[src/rtl/digital_clock_pkg.sv]
`default_nettype none
// ============================================================================
// Package     : digital_clock_pkg
// Description : Shared time limits and the 12h display mapping used by the
//               parametrised hh:mm:ss timekeeper.
// Revision    : 1.0 - initial release
// ============================================================================
package digital_clock_pkg;

  localparam int SEC_MAX     = 59;
  localparam int MIN_MAX     = 59;
  localparam int HRS_MAX     = 23;
  localparam int HRS_12_NOON = 12;

  // Maps a 24h hour (0..23) to its 12h face value (1..12); midnight and noon show 12.
  function automatic logic [4:0] hour_to_12h(input logic [4:0] h);
    if (h == 5'd0) begin
      return 5'(HRS_12_NOON);
    end else if (h > 5'(HRS_12_NOON)) begin
      return h - 5'(HRS_12_NOON);
    end else begin
      return h;
    end
  endfunction

endpackage
`default_nettype wire

[src/rtl/mod_counter.sv]
`default_nettype none
// ============================================================================
// Module      : mod_counter
// Description : Modulo-(MAX+1) counter with enable, synchronous load and a
//               carry-out on the MAX -> 0 step. Also exposes the value it will
//               hold after the next edge so the parent can register derived
//               outputs without adding latency.
// Revision    : 1.0 - initial release
// ============================================================================
module mod_counter #(
  parameter int W   = 6,
  parameter int MAX = 59
) (
  input  logic         clk,
  input  logic         rst,
  input  logic         en,
  input  logic         ld,
  input  logic [W-1:0] ld_val,
  output logic [W-1:0] q,
  output logic [W-1:0] q_next,
  output logic         carry
);

  // Carry fires only on an enabled step out of the top value.
  assign carry = en && (q == W'(MAX));

  // Next value ignoring reset: load wins over count, count wraps at MAX.
  always_comb begin
    q_next = q;
    if (ld) begin
      q_next = ld_val;
    end else if (en) begin
      q_next = carry ? '0 : q + W'(1);
    end
  end

  // State register with synchronous reset.
  always_ff @(posedge clk) begin
    if (rst) begin
      q <= '0;
    end else begin
      q <= q_next;
    end
  end

endmodule
`default_nettype wire

[src/rtl/digital_clock_param.sv]
`default_nettype none
// ============================================================================
// Module      : digital_clock_param
// Description : hh:mm:ss timekeeper with clk-derived seconds prescaler,
//               validated time load, 12h/24h display, alarm match and
//               day-wrap pulse. All outputs registered, single clock domain.
// Revision    : 1.0 - initial release
// ============================================================================
module digital_clock_param #(
  parameter int TICKS_PER_SEC = 10,
  parameter int SEC_W         = 6,
  parameter int HRS_W         = 5
) (
  input  logic             clk,
  input  logic             rst,
  input  logic             run,
  input  logic             mode_12h,
  input  logic             load,
  input  logic [HRS_W-1:0] ld_hrs,
  input  logic [SEC_W-1:0] ld_min,
  input  logic [SEC_W-1:0] ld_sec,
  input  logic             alarm_en,
  input  logic [HRS_W-1:0] alarm_hrs,
  input  logic [SEC_W-1:0] alarm_min,
  output logic [HRS_W-1:0] hrs,
  output logic [SEC_W-1:0] min,
  output logic [SEC_W-1:0] sec,
  output logic             pm,
  output logic             load_err,
  output logic             alarm,
  output logic             day_wrap
);

  import digital_clock_pkg::*;

  localparam int               PRE_W    = (TICKS_PER_SEC > 1) ? $clog2(TICKS_PER_SEC) : 1;
  localparam logic [PRE_W-1:0] PRE_LAST = PRE_W'(TICKS_PER_SEC - 1);

  logic [PRE_W-1:0] pre_cnt;
  logic             tick;
  logic             range_ok;
  logic             load_ok;
  logic             sec_en;
  logic             sec_carry;
  logic             min_carry;
  logic             hrs_carry;
  logic [SEC_W-1:0] sec_next;
  logic [SEC_W-1:0] min_next;
  logic [HRS_W-1:0] hour_q;
  logic [HRS_W-1:0] hour_next;
  logic [HRS_W-1:0] hour_disp_next;

  // Full-width compares so stray upper bits of wide load ports reject the load.
  assign range_ok = (ld_hrs < HRS_W'(HRS_MAX + 1)) &&
                    (ld_min < SEC_W'(MIN_MAX + 1)) &&
                    (ld_sec < SEC_W'(SEC_MAX + 1));
  assign load_ok  = load && range_ok;
  assign tick     = run && (pre_cnt == PRE_LAST);
  // An accepted load swallows a tick landing in the same cycle.
  assign sec_en   = tick && !load_ok;

  // Seconds prescaler: holds while paused, restarts on an accepted load.
  always_ff @(posedge clk) begin
    if (rst) begin
      pre_cnt <= '0;
    end else if (load_ok) begin
      pre_cnt <= '0;
    end else if (run) begin
      pre_cnt <= (pre_cnt == PRE_LAST) ? '0 : pre_cnt + PRE_W'(1);
    end
  end

  mod_counter #(.W(SEC_W), .MAX(SEC_MAX)) u_sec (
    .clk    (clk),
    .rst    (rst),
    .en     (sec_en),
    .ld     (load_ok),
    .ld_val (ld_sec),
    .q      (sec),
    .q_next (sec_next),
    .carry  (sec_carry)
  );

  mod_counter #(.W(SEC_W), .MAX(MIN_MAX)) u_min (
    .clk    (clk),
    .rst    (rst),
    .en     (sec_carry),
    .ld     (load_ok),
    .ld_val (ld_min),
    .q      (min),
    .q_next (min_next),
    .carry  (min_carry)
  );

  mod_counter #(.W(HRS_W), .MAX(HRS_MAX)) u_hrs (
    .clk    (clk),
    .rst    (rst),
    .en     (min_carry),
    .ld     (load_ok),
    .ld_val (ld_hrs),
    .q      (hour_q),
    .q_next (hour_next),
    .carry  (hrs_carry)
  );

  // Display mapping works on the upcoming hour so hrs/pm move in step with min/sec.
  assign hour_disp_next = mode_12h ? HRS_W'(hour_to_12h(hour_next[4:0])) : hour_next;

  // Registered display and event pulses; pulses only ever come from tick advances.
  always_ff @(posedge clk) begin
    if (rst) begin
      hrs      <= mode_12h ? HRS_W'(HRS_12_NOON) : '0;
      pm       <= 1'b0;
      load_err <= 1'b0;
      alarm    <= 1'b0;
      day_wrap <= 1'b0;
    end else begin
      hrs      <= hour_disp_next;
      pm       <= (hour_next >= HRS_W'(HRS_12_NOON));
      load_err <= load && !range_ok;
      alarm    <= alarm_en && sec_en && (hour_next == alarm_hrs) &&
                  (min_next == alarm_min) && (sec_next == '0);
      day_wrap <= hrs_carry;
    end
  end

  // hour_q is only observed through the display path.
  logic unused_hour_q;
  assign unused_hour_q = ^hour_q;

endmodule
`default_nettype wire

[config.mk]
export PLATFORM = sky130hd
export DESIGN_NAME = digital_clock_param
export DESIGN_NICKNAME = d
export VERILOG_FILES = /design/src/rtl/digital_clock_pkg.sv /design/src/rtl/mod_counter.sv /design/src/rtl/digital_clock_param.sv
export SDC_FILE = /design/constraint.sdc
export NUM_CORES = 1
export LEC_CHECK = 0
export CAP_MARGIN = 20
export CORE_ASPECT_RATIO = 1.75
export CORE_MARGIN = 2
export CORE_UTILIZATION = 40
export DETAILED_ROUTE_END_ITERATION = 7
export PLACE_DENSITY = 0.77
export SYNTH_ARGS = -nofsm -noshare
export SYNTH_HDL_FRONTEND = slang
export SYNTH_HIERARCHICAL = 1
export SYNTH_SLANG_ARGS = --single-unit
[constraint.sdc]
create_clock -name clk -period 6.4 [get_ports clk]
set_input_delay 1.28 -clock clk [delete_from_list [all_inputs] [get_ports clk]]
set_output_delay 1.28 -clock clk [all_outputs]
set_load 0.01 [all_outputs]
Yosys cells after proc, flatten, opt, wreduce, memory -nomap -nowiden
Cells that the tools add are included. Widths: inputs -> output; s select.

Add/sub/neg operators: 5. $lt $le $gt $ge: 5. Equality and inequality tests: 6. Multiplexer cells: 15. Reductions and logical operators: 18.

Operators with widths (number): $mux 6 (6); $mux 5 (7); $logic_and 1x1->1 (13); $add 6x1->6 const B (2); $eq 6x6->1 const B (2); $lt 6x6->1 const B (2); $mux 4 (2); $eq 6x6->1 (1); $logic_not 6->1 (1); $add 5x1->5 const B (1); $eq 5x5->1 (1); $eq 5x5->1 const B (1); $ge 5x4->1 const B (1); $gt 5x4->1 const B (1); $logic_not 5->1 (1); $lt 5x5->1 const B (1); $sub 5x4->5 const B (1); $add 4x1->4 const B (1); $eq 4x4->1 const B (1); $logic_not 1->1 (2); $reduce_or 2->1 (1).

Flip-flop bits (word level): 30. Bits of input ports: 34. Output and inout bits: 21.

Depth between registers and ports, before layout
Gate-level depths: netlist of run 1.

Depth after elaboration: 17. Depth in mapped cells: 18. Mapped depth without buffers: 16.

Modules after synthesis
Netlist of run 1, hierarchy kept.

Modules (own cells, without submodules): mod_counter (u_min ...) (instances 2, cells an instance 43, area an instance 401.6 um2, sequential area each 120.1 um2); digital_clock_param (instances 1, cells an instance 83, area an instance 760.7 um2, sequential area each 260.2 um2); mod_counter (u_hrs) (instances 1, cells an instance 41, area an instance 359.1 um2, sequential area each 100.1 um2).

Worst setup path before layout of run 1
Ideal clock, no wire load.

Kind: input-to-reg. Start point: in ld_min[3]. End point: reg hrs[2]. Setup time: 0.126 ns. Data arrival time: 5.039 ns. Slack: 1.235 ns. Cell stages on the path: 16. Buffers on the path: 2. Cells stage by stage: and4_1 and4b_1 buf_2 nor4b_4 nand3_2 nor3_4 nand3_2 nor3_4 buf_6 nand2_1 xor2_1 a21oi_1 ha_1 or4b_4 a211oi_1 nor3_1.

Longest elaborated chain between the ends: 17.

RTL lines: from (decl) (RTL line digital_clock_param.sv:20) `input logic [SEC_W-1:0] ld_min,`; $lt 6x6->1 (*) (RTL line digital_clock_param.sv:55) `(ld_min < SEC_W'(MIN_MAX + 1)) &&`; $logic_and 1x1->1 (*) (RTL line digital_clock_param.sv:54) `assign range_ok = (ld_hrs < HRS_W'(HRS_MAX + 1)) &&`; $logic_and 1x1->1 (*) (RTL line digital_clock_param.sv:55); $logic_and 1x1->1 (*) (RTL line digital_clock_param.sv:57) `assign load_ok = load && range_ok;`; via load_ok (RTL line digital_clock_param.sv:42) `logic load_ok;`; $logic_not 1->1 (*) (RTL line digital_clock_param.sv:60) `assign sec_en = tick && !load_ok;`; $logic_and 1x1->1 (*) (RTL line digital_clock_param.sv:60); via sec_en (RTL line digital_clock_param.sv:43) `logic sec_en;`; [1 not listed]; via sec_carry (RTL line digital_clock_param.sv:44) `logic sec_carry;`; [1 not listed]; via min_carry (RTL line digital_clock_param.sv:45) `logic min_carry;`; [2 not listed]; $mux 5 (*) (RTL line mod_counter.sv:32) `end else if (en) begin`; $mux 5 (*) (RTL line mod_counter.sv:30) `if (ld) begin`; via hour_next[2] (RTL line digital_clock_param.sv:50) `logic [HRS_W-1:0] hour_next;`; $sub 5x4->5 / $gt 5x4->1 (equally long branches) (RTL line digital_clock_pkg.sv:20, digital_clock_pkg.sv:19); $mux 5 (RTL line digital_clock_pkg.sv:19) `end else if (h > 5'(HRS_12_NOON)) begin`; $mux 5 (RTL line digital_clock_pkg.sv:17) `if (h == 5'd0) begin`; $mux 5 (*) (RTL line digital_clock_param.sv:107) `assign hour_disp_next = mode_12h ? HRS_W'(hour_to_12h(hour_next[4:0])) : hour_next;`; $mux 5 (*) (RTL line digital_clock_param.sv:111) `if (rst) begin`; to (signal assigned) (RTL line digital_clock_param.sv:112) `hrs <= mode_12h ? HRS_W'(HRS_12_NOON) : '0;`; to (signal assigned) (RTL line digital_clock_param.sv:118) `hrs <= hour_disp_next;`; to (decl) (RTL line digital_clock_param.sv:25) `output logic [HRS_W-1:0] hrs,`.

The timed path passes the listed nets; every way through them passes the cells marked *. A chain may end at the register's enable or synchronous reset.

Final worst setup path of run 1
Start point: in ld_min[3]. End point: reg hrs[2].

Longest elaborated chain between the ends: 17.

RTL lines: $lt 6x6->1 (*) (RTL line digital_clock_param.sv:55); $logic_and 1x1->1 (*) (RTL line digital_clock_param.sv:54); $logic_and 1x1->1 (*) (RTL line digital_clock_param.sv:55); $logic_and 1x1->1 (*) (RTL line digital_clock_param.sv:57); $logic_not 1->1 (*) (RTL line digital_clock_param.sv:60); $logic_and 1x1->1 (*) (RTL line digital_clock_param.sv:60); via sec_en (RTL line digital_clock_param.sv:43); $logic_and 1x1->1 (*) (RTL line mod_counter.sv:25) `assign carry = en && (q == W'(MAX));`; via sec_carry (RTL line digital_clock_param.sv:44); [1 not listed]; via min_carry (RTL line digital_clock_param.sv:45); [2 not listed]; $mux 5 (*) (RTL line mod_counter.sv:32); $mux 5 (*) (RTL line mod_counter.sv:30); via hour_next[3] (RTL line digital_clock_param.sv:50); $gt 5x4->1 (RTL line digital_clock_pkg.sv:19); $mux 5 (RTL line digital_clock_pkg.sv:19); $mux 5 (*) (RTL line digital_clock_pkg.sv:17); $mux 5 (*) (RTL line digital_clock_param.sv:107); $mux 5 (*) (RTL line digital_clock_param.sv:111).

Marks and branches as above.

==> flow_summary.yaml, run 1 <==
run_status:
  status: "finished, final reports clean"
clock_tree:
  clk_pin_slew_worst_paths_ns: 0.06
  cts_root_buf: "clkbuf_8"
  clock_sinks: 30
  cts_buffers: 5
  postCtsHoldBufs: 0
  cts_tree: "yes"
  cts.repair.resized: 0
  cts_buffer_depth: 2
  cts_setup_buffers: 0
  h-tree-depth: 2
  clk_latency_ns: 0.28
sta:
  setup_viol: 0
  fin_crit_ns: 5.43
  finalSetupTns_ns: 0
  fin_ws_ns: 0.965
  relSlewSlack: 0.498
  max_freq_mhz: 184
  min_period_over_period: 0.849
  rsz0062_at_grt: "false"
  clock_skew_ns: 0.00815
  slew_viol_final: 0
  hold_violations: 0
  worst_slew_pin_slew_ns: 0.753
finish:
  syn2layout_area_growth_pct: 34.4
  drive_above_1_share: 0.138
  nNetsFinal: 307
  seq_area_um2: 601
  n_antenna_cell: 0
  nFillCells: 420
  multiInputGateArea_um2: 1230
floorplanning:
  fp.dieH_um: 95.7
  initial_core_util: 0.412
  num_rows: 33
  boundaryPins: 55
  die_x_um: 56.4
  dieArea_um2: 5400
  coreArea_um2: 4670
power:
  power_density_nw_per_um2: 190
  peakVddDrop_v: 0.000131
  p_leak_nw: 0.991
worst_setup_path:
  r2r_cells: 12
  r2r_end: "hrs[2]"
  crit_path_end_kind: "register"
  crit_chain: "clkdlybuf4s50_1 > and4_1 > and4b_1 > nor4b_4 > nand3_2 > nor3_4 > nand3_2 > nor3_4 > nand4_2 > a211oi_1 > ha_1 > or4b_4 > a211oi_1 > nor3_1"
  cp_max_fo: 12
  r2r-start: "pre_cnt[3]"
  regToRegSetupSlack_ns: 2.34
  cp_slowest_cell: "a211oi_1"
  cp.required_ns: 6.56
  critPathKind: "input pin to register"
  slowest_delay_ns: 0.59
  critical_path_arrival_ns: 5.60
  startpoint_type: "input pin"
grt:
  grt_max_degree: 39
  grt_pass1_wl_um: 7890
  grt_remaining_overflow: 0
  grt_pass1_vias: 1766
  antenna_found_initial: 0
  track_usage: 0.191
hold_path:
  min_from: "pre_cnt[3]"
  hold_end: "pre_cnt[3]"
  hp-class: "register to register"
  hold-path-cell-count: 2
logic_synthesis:
  synth.most_common_cell: "dfxtp_1"
  syn_avg_cell_area_um2: 9.16
  ys_seq_area_frac: 0.312
  synth_top_area_frac: 0.312
  synthCells: 210
  synth_edf_count: 0
  synth.cell_area_um2: 1920
  ys_async_sr_fraction: 0
  synth_flop_cell: "dfxtp_1"
  syn-num-nets: 249
  synth-seq-cells: 30
  yosysTopAreaCell: "dfxtp_1"
  yosys_warnings: 6
  synthTopCellsByCount: "dfxtp_1, nand2_1, a21oi_1, nor2b_1, xor2_1"
  synth_cell_types: 47
  synthTopCellsByArea: "dfxtp_1, xor2_1, nor2b_1"
place:
  gp_congestion: 0.860
  post-dp-hpwl_um: 3710
  port_buffers: 54
  pre_cts_ws_ns: 0.689
drt:
  drt_pre_antenna_iters: 4
  viasPerCell: 5.55
  wl_met1_um: 1800
  drt_iter0_markers: 48
  drt_wl_total_um: 4820
  drc_errors: 0
  num_vias: 1780
  post_drt_wl_per_cell_um: 15.0
  drtAntennaViolNets: 0
  routed.top_layer: "met4"
  wl_met3_um: 167
  route.met2.wl_um: 2670
run:
  drv_cap: 0
## how the worst max path moves through the flow
stage / from / to / slack [ns] / cells past startpoint
finish: ld_min[3] / hrs[2] / 0.97 / 14
detailed placement: ld_min[3] / hrs[2] / 0.69 / 14
floorplan: ld_min[3] / hrs[2] / 1.23 / 16
global route: ld_min[3] / hrs[2] / 0.57 / 14
CTS: ld_min[3] / hrs[2] / 0.98 / 14
global placement: ld_min[3] / hrs[2] / 0.80 / 14
## stage by stage
step	utilization	instance area [um2]	std cells	power, mW	hold slack [ns]
finish	0.554	2580	321	0.492	0.518
global route	0.554	2580	321	0.519	0.563
CTS	0.554	2580	321	0.496	0.524
detailed placement	0.534	2490	313	0.339	0.515
global placement	0.534	2490	313	0.338	0.483
floorplan	-	1920	210	0.284	0.469
## registers in the layout (all words and copies together), names as in the netlist
register  count
u_min/q       6
u_sec/q       6
hrs           5
u_hrs/q       5
pre_cnt       4
alarm         1
day_wrap      1
load_err      1
pm            1
## cell families after synthesis
logic type                 share of synthesized area
and+or+nand+nor                                0.312
AOI/OAI and AO/OA                              0.185
DFF                                            0.312
xor gates and xnor gates                      0.0820
buffers and inverters                         0.0501
muxes                                         0.0260
adders and majority gates                     0.0325
## cells in the final DEF (no fill, tap or decap), types with 3 or more instances in the layout
cell and instances:
nand2_1 18, clkdlybuf4s50_1 54, clkbuf_8 6, o31ai_2 5
nor2_1 9, nor3_1 9, inv_1 7, xor2_1 13
ha_1 5, nor4_1 4, buf_4 4, a21oi_1 14
nand4_1 3, xnor2_1 5, nand3_1 5, nor2b_1 14
o21ai_0 5, a211oi_1 9, nor3b_2 3, dfxtp_1 30
nand4_2 3, mux2i_1 5
## critical path: cells and delay by family
kind	cells	cell delay, ns
and+or+nand+nor	10	2.72
AOI/OAI and AO/OA	2	0.85
buffers and inverters	1	0.47
adders and majority gates	1	0.27
## cell type report
cell class / instances / area share
multi-input cells: 165 / 0.474
flip-flops and latches: 30 / 0.232
repair buffers: 58 / 0.221
clock buffers: 7 / 0.0334
well taps: 52 / 0.0252
inverters: 8 / 0.0121
clock inverters: 1 / 0.00194
## report_power, final
part / total, mW / internal, mW / switching [mW]
Combinational: 0.123 / 0.0651 / 0.0574
Sequential: 0.212 / 0.199 / 0.0128
Clock: 0.158 / 0.0866 / 0.0709
Total: 0.492 / 0.351 / 0.141
## layer usage
layer | up-vias | track usage
li1 | 885 | -
met4 | 0 | 0.121
met5 | - | 0
met1 | 832 | 0.190
met2 | 53 | 0.359
met3 | 10 | 0.0363
Note: power is estimated with default switching activity, not from simulation.
==> run 2: changes to the inputs <==
==> constraint.sdc (replaced) <==
create_clock -name clk -period 5.3 [get_ports clk]
set_input_delay 1.06 -clock clk [delete_from_list [all_inputs] [get_ports clk]]
set_output_delay 1.06 -clock clk [all_outputs]
set_load 0.01 [all_outputs]
==> run 2 against run 1 <==
Compared with the run above:
- cell count grew 0.93%
- critical endpoint unchanged
- worst setup slack got worse by 0.26 ns
- first-iteration DRC count rose by 2.1%
- worst hold slack better by 0.0097 ns
- combinational power increased by 24%
- sequential power rose by 21%
- sequential share of layout area shrank 0.65 points
- critical path depth is 4 higher
- clock power up 82%
- non-clock buffer count up 3
- highest routed layer unchanged
- sequential cell count unchanged
==> flow_summary.yaml, run 2 (same netlist as run 1, synthesis figures left out) <==
run_status:
  status: "finished, final reports clean"
sta:
  max_freq_mhz: 217
  fin_crit_ns: 4.60
  hold_violations: 0
  setup_viol: 0
  finalSetupTns_ns: 0
  relSlewSlack: 0.495
  worst_slew_pin_slew_ns: 0.757
  rsz0062_at_grt: "false"
  min_period_over_period: 0.868
  clock_skew_ns: 0.00811
  slew_viol_final: 0
clock_tree:
  cts_tree: "yes"
  clock_sinks: 30
  cts.repair.resized: 0
  cts_buffer_depth: 2
  h-tree-depth: 2
  clk_latency_ns: 0.28
  cts_setup_buffers: 0
  clk_pin_slew_worst_paths_ns: 0.07
  cts_buffers: 5
  postCtsHoldBufs: 0
  cts_root_buf: "clkbuf_8"
grt:
  grt_use_met2: 0.381
  met3_usage: 0.0363
  use_met1: 0.205
  busiest_layer: "met2"
  track_usage: 0.199
  grt_pass1_wl_um: 8480
  antenna_found_initial: 0
  grt_remaining_overflow: 0
  grt_pass1_vias: 1863
  grt_max_degree: 39
power:
  p_leak_nw: 1.03
  peakVddDrop_v: 0.000267
  power_density_nw_per_um2: 262
  power_mw: 0.696
finish:
  n_antenna_cell: 0
  multiInputGateArea_um2: 1230
  nFillCells: 422
  nNetsFinal: 310
  seq_area_um2: 601
  syn2layout_area_growth_pct: 38.3
  final_common_cell: "clkdlybuf4s50_1"
  final_cell_mix: "clkdlybuf4s50_1, dfxtp_1, nand2_1"
  reg_top3: "u_min/q x6, u_sec/q x6"
  drive_above_1_share: 0.151
floorplanning:
  coreArea_um2: 4670
  dieArea_um2: 5400
  fp.dieH_um: 95.7
  boundaryPins: 55
  num_rows: 33
  initial_core_util: 0.412
  die_x_um: 56.4
drt:
  drtAntennaViolNets: 0
  drt_wl_total_um: 5030
  drt_iter0_markers: 49
  viasPerCell: 5.64
  drt_pre_antenna_iters: 4
  drc_errors: 0
  post_drt_wl_per_cell_um: 15.5
  num_vias: 1826
run:
  drv_cap: 0
hold_path:
  hp-class: "register to register"
worst_setup_path:
  critPathKind: "input pin to register"
  crit_path_end_kind: "register"
  startpoint_type: "input pin"
  critical_path_arrival_ns: 4.80
  cp.required_ns: 5.51
  crit_chain: "clkdlybuf4s50_1 > and4_1 > and4b_1 > nor4b_4 > nand3_2 > nor3_4 > nand3_2 > nor3_4 > nand4_2 > nor3b_2 > a211oi_1 > buf_4 > inv_1 > ha_1 > or4b_4 > nand2_2 > a211oi_1 > nor3_1"
  slowest_delay_ns: 0.48
  cp_max_fo: 6
  cp_slowest_cell: "clkdlybuf4s50_1"
place:
  gp_congestion: 0.836
  post-dp-hpwl_um: 3810
  port_buffers: 54
-- run 2: cell types whose count changed in the layout (fill, tap and decap cells not counted), sizes merged --
cell / change
bufinv: +2
clkbuf: -1
buf: +3
clkinv: -1
-- run 2: power breakdown --
group          internal (mW)  leakage (nW)  switching (mW)
logic                 0.0800         0.712          0.0716
clock network          0.200        0.0714          0.0874
registers              0.240         0.247          0.0160
-- run 2: layer usage --
layer,up-vias,share of wire
met5,-,0
met4,0,0.033
met3,12,0.041
met2,57,0.56
met1,867,0.37
li1,890,-
-- run 2: final timing paths --
path         slack [ns]         end  cells past startpoint        from
max                0.70      hrs[2]                     18   ld_min[2]
max reg2reg        1.82      hrs[2]                     16  pre_cnt[3]
min                0.53  pre_cnt[3]                      2  pre_cnt[3]
min reg2reg        0.53  pre_cnt[3]                      2  pre_cnt[3]
-- run 2: cell type report --
| cell class | instances | area share |
|---|---|---|
| clock buffers | 6 | 0.0311 |
| flip-flops and latches | 30 | 0.226 |
| well taps | 52 | 0.0245 |
| multi-input cells | 165 | 0.461 |
| inverters | 8 | 0.0118 |
| repair buffers | 61 | 0.223 |
| clock inverters | 2 | 0.0226 |
-- run 2: critical path: cells and delay by family --
family	cells	cell delay, ns
simple gates	12	2.76
buf+inv	3	0.69
fa+ha+maj	1	0.15
compound gates	2	0.14
-- run 2: per-stage QoR --
step	hold slack, ns	utilization	instances	area (um2)	worst slack [ns]
floorplan	0.469	-	210	1920	0.355
global placement	0.479	0.539	316	2520	0.551
detailed placement	0.513	0.539	316	2520	0.461
CTS	0.538	0.570	324	2660	0.731
global route	0.573	0.570	324	2660	0.451
finish	0.528	0.570	324	2660	0.702
==> run 3: changes to the inputs <==
==> constraint.sdc (replaced) <==
create_clock -name clk -period 4.6 [get_ports clk]
set_input_delay 0.92 -clock clk [delete_from_list [all_inputs] [get_ports clk]]
set_output_delay 0.92 -clock clk [all_outputs]
set_load 0.01 [all_outputs]
==> run 3 against run 2 <==
Compared with the run above:
- register-to-register slack worse by 0.49 ns
- sequential cell count stayed put
- highest routed layer unchanged
- largest power group is now registers
- sequential share of layout area is 0.14 points higher
==> flow_summary.yaml, run 3 (same netlist as run 1, synthesis figures left out) <==
sta:
  min_period_over_period: 0.934
  clock_skew_ns: 0.00761
  slew_viol_final: 0
  relSlewSlack: 0.550
  worst_slew_pin_slew_ns: 0.674
  rsz0062_at_grt: "false"
  finalSetupTns_ns: 0
  fin_ws_ns: 0.302
  max_freq_mhz: 233
  fin_crit_ns: 4.30
  hold_violations: 0
  setup_viol: 0
clock_tree:
  h-tree-depth: 2
  cts.repair.resized: 0
  clock_sinks: 30
  clk_pin_slew_worst_paths_ns: 0.07
  cts_root_buf: "clkbuf_8"
  postCtsHoldBufs: 0
  clk_latency_ns: 0.29
  cts_buffers: 5
  cts_buffer_depth: 2
  cts_tree: "yes"
  cts_setup_buffers: 0
place:
  post-dp-hpwl_um: 3990
  pre_cts_ws_ns: -0.0338
  gp_congestion: 0.862
  dp.cells: 319
  port_buffers: 54
floorplanning:
  fp.dieH_um: 95.7
  num_rows: 33
  initial_core_util: 0.412
  die_x_um: 56.4
  coreArea_um2: 4670
  boundaryPins: 55
  dieArea_um2: 5400
drt:
  drt_iter0_markers: 34
  drtAntennaViolNets: 0
  drc_errors: 0
  drt_pre_antenna_iters: 5
  drt_wl_total_um: 5130
  num_vias: 1838
  viasPerCell: 5.62
  post_drt_wl_per_cell_um: 15.7
grt:
  grt_pass1_vias: 1817
  grt_max_degree: 39
  track_usage: 0.203
  antenna_found_initial: 0
  grt_remaining_overflow: 0
  grt_pass1_wl_um: 8350
worst_setup_path:
  cp_max_fo: 6
  cpLargestDelayFamily: "simple AND/OR/NAND/NOR gates"
  critical_path_arrival_ns: 4.53
  path_depth: 16
  r2r-start: "pre_cnt[3]"
  critPathKind: "input pin to register"
  cp_slowest_cell: "clkdlybuf4s50_1"
  startpoint_type: "input pin"
  slowest_delay_ns: 0.47
  cp.required_ns: 4.83
  crit_path_end_kind: "register"
  crit_chain: "clkdlybuf4s50_1 > and4_1 > and4b_1 > nor4b_4 > nand3_2 > nor3_4 > nand3_2 > nor3_4 > nand3_1 > mux2i_1 > a21oi_1 > buf_4 > xnor2_1 > nand4_1 > nor4_1 > and3_1"
  crit_start: "ld_min[3]"
  crit_buf_inv: 2
  r2r_cells: 14
finish:
  drive_above_1_share: 0.167
  syn2layout_area_growth_pct: 37.4
  final_common_cell: "clkdlybuf4s50_1"
  final_cell_mix: "clkdlybuf4s50_1, dfxtp_1, nand2_1"
  reg_top3: "u_min/q x6, u_sec/q x6"
  nFillCells: 431
  nNetsFinal: 313
  n_antenna_cell: 0
  finalNonFillerCells: 327
run:
  drv_cap: 0
run_status:
  status: "finished, final reports clean"
hold_path:
  min_from: "pre_cnt[3]"
  hp-class: "register to register"
  hold-path-cell-count: 2
power:
  p_leak_nw: 1.02
  power_density_nw_per_um2: 266
  power_mw: 0.702
  peakVddDrop_v: 0.000214
## run 3: tightest hold or removal path: cells and delay by family, from the launching register on
kind | cells | cell delay [ns]
AOI/OAI and AO/OA | 2 | 0.13
DFF | 1 | 0.32
## run 3: layer usage
metal	wire [um]	part of all wire	GRT usage	up-vias
li1	-	-	-	895
met1	1880	0.37	0.204	877
met2	2870	0.56	0.386	54
met3	195	0.038	0.0376	12
met4	185	0.036	0.109	0
met5	0	0	0	-
## run 3: area by class of cell
cell class | count | area (um2) | share of cell area
multi-input combinational | 165 | 1230 | 0.467
timing repair buffer | 64 | 616 | 0.233
sequential | 30 | 601 | 0.227
clock buffer | 6 | 82.6 | 0.0313
tap | 52 | 65.1 | 0.0246
inverter | 8 | 31.3 | 0.0118
clock inverter | 2 | 12.5 | 0.00473
## run 3: worst paths after layout
kind                end  slack (ns)
min reg2reg  pre_cnt[3]        0.50
max               alarm        0.30
max reg2reg       alarm        1.33
min          pre_cnt[3]        0.50
## run 3: power by group
part	switching [mW]	internal [mW]
sequential	0.0184	0.277
combinational	0.0838	0.0952
clock	0.108	0.120
## run 3: through the flow
step	cell area (um2)	hold WS, ns	utilization
floorplan	1930	0.469	-
global placement	2550	0.479	0.546
detailed placement	2550	0.496	0.546
CTS	2640	0.503	0.566
global route	2640	0.563	0.566
finish	2640	0.496	0.566
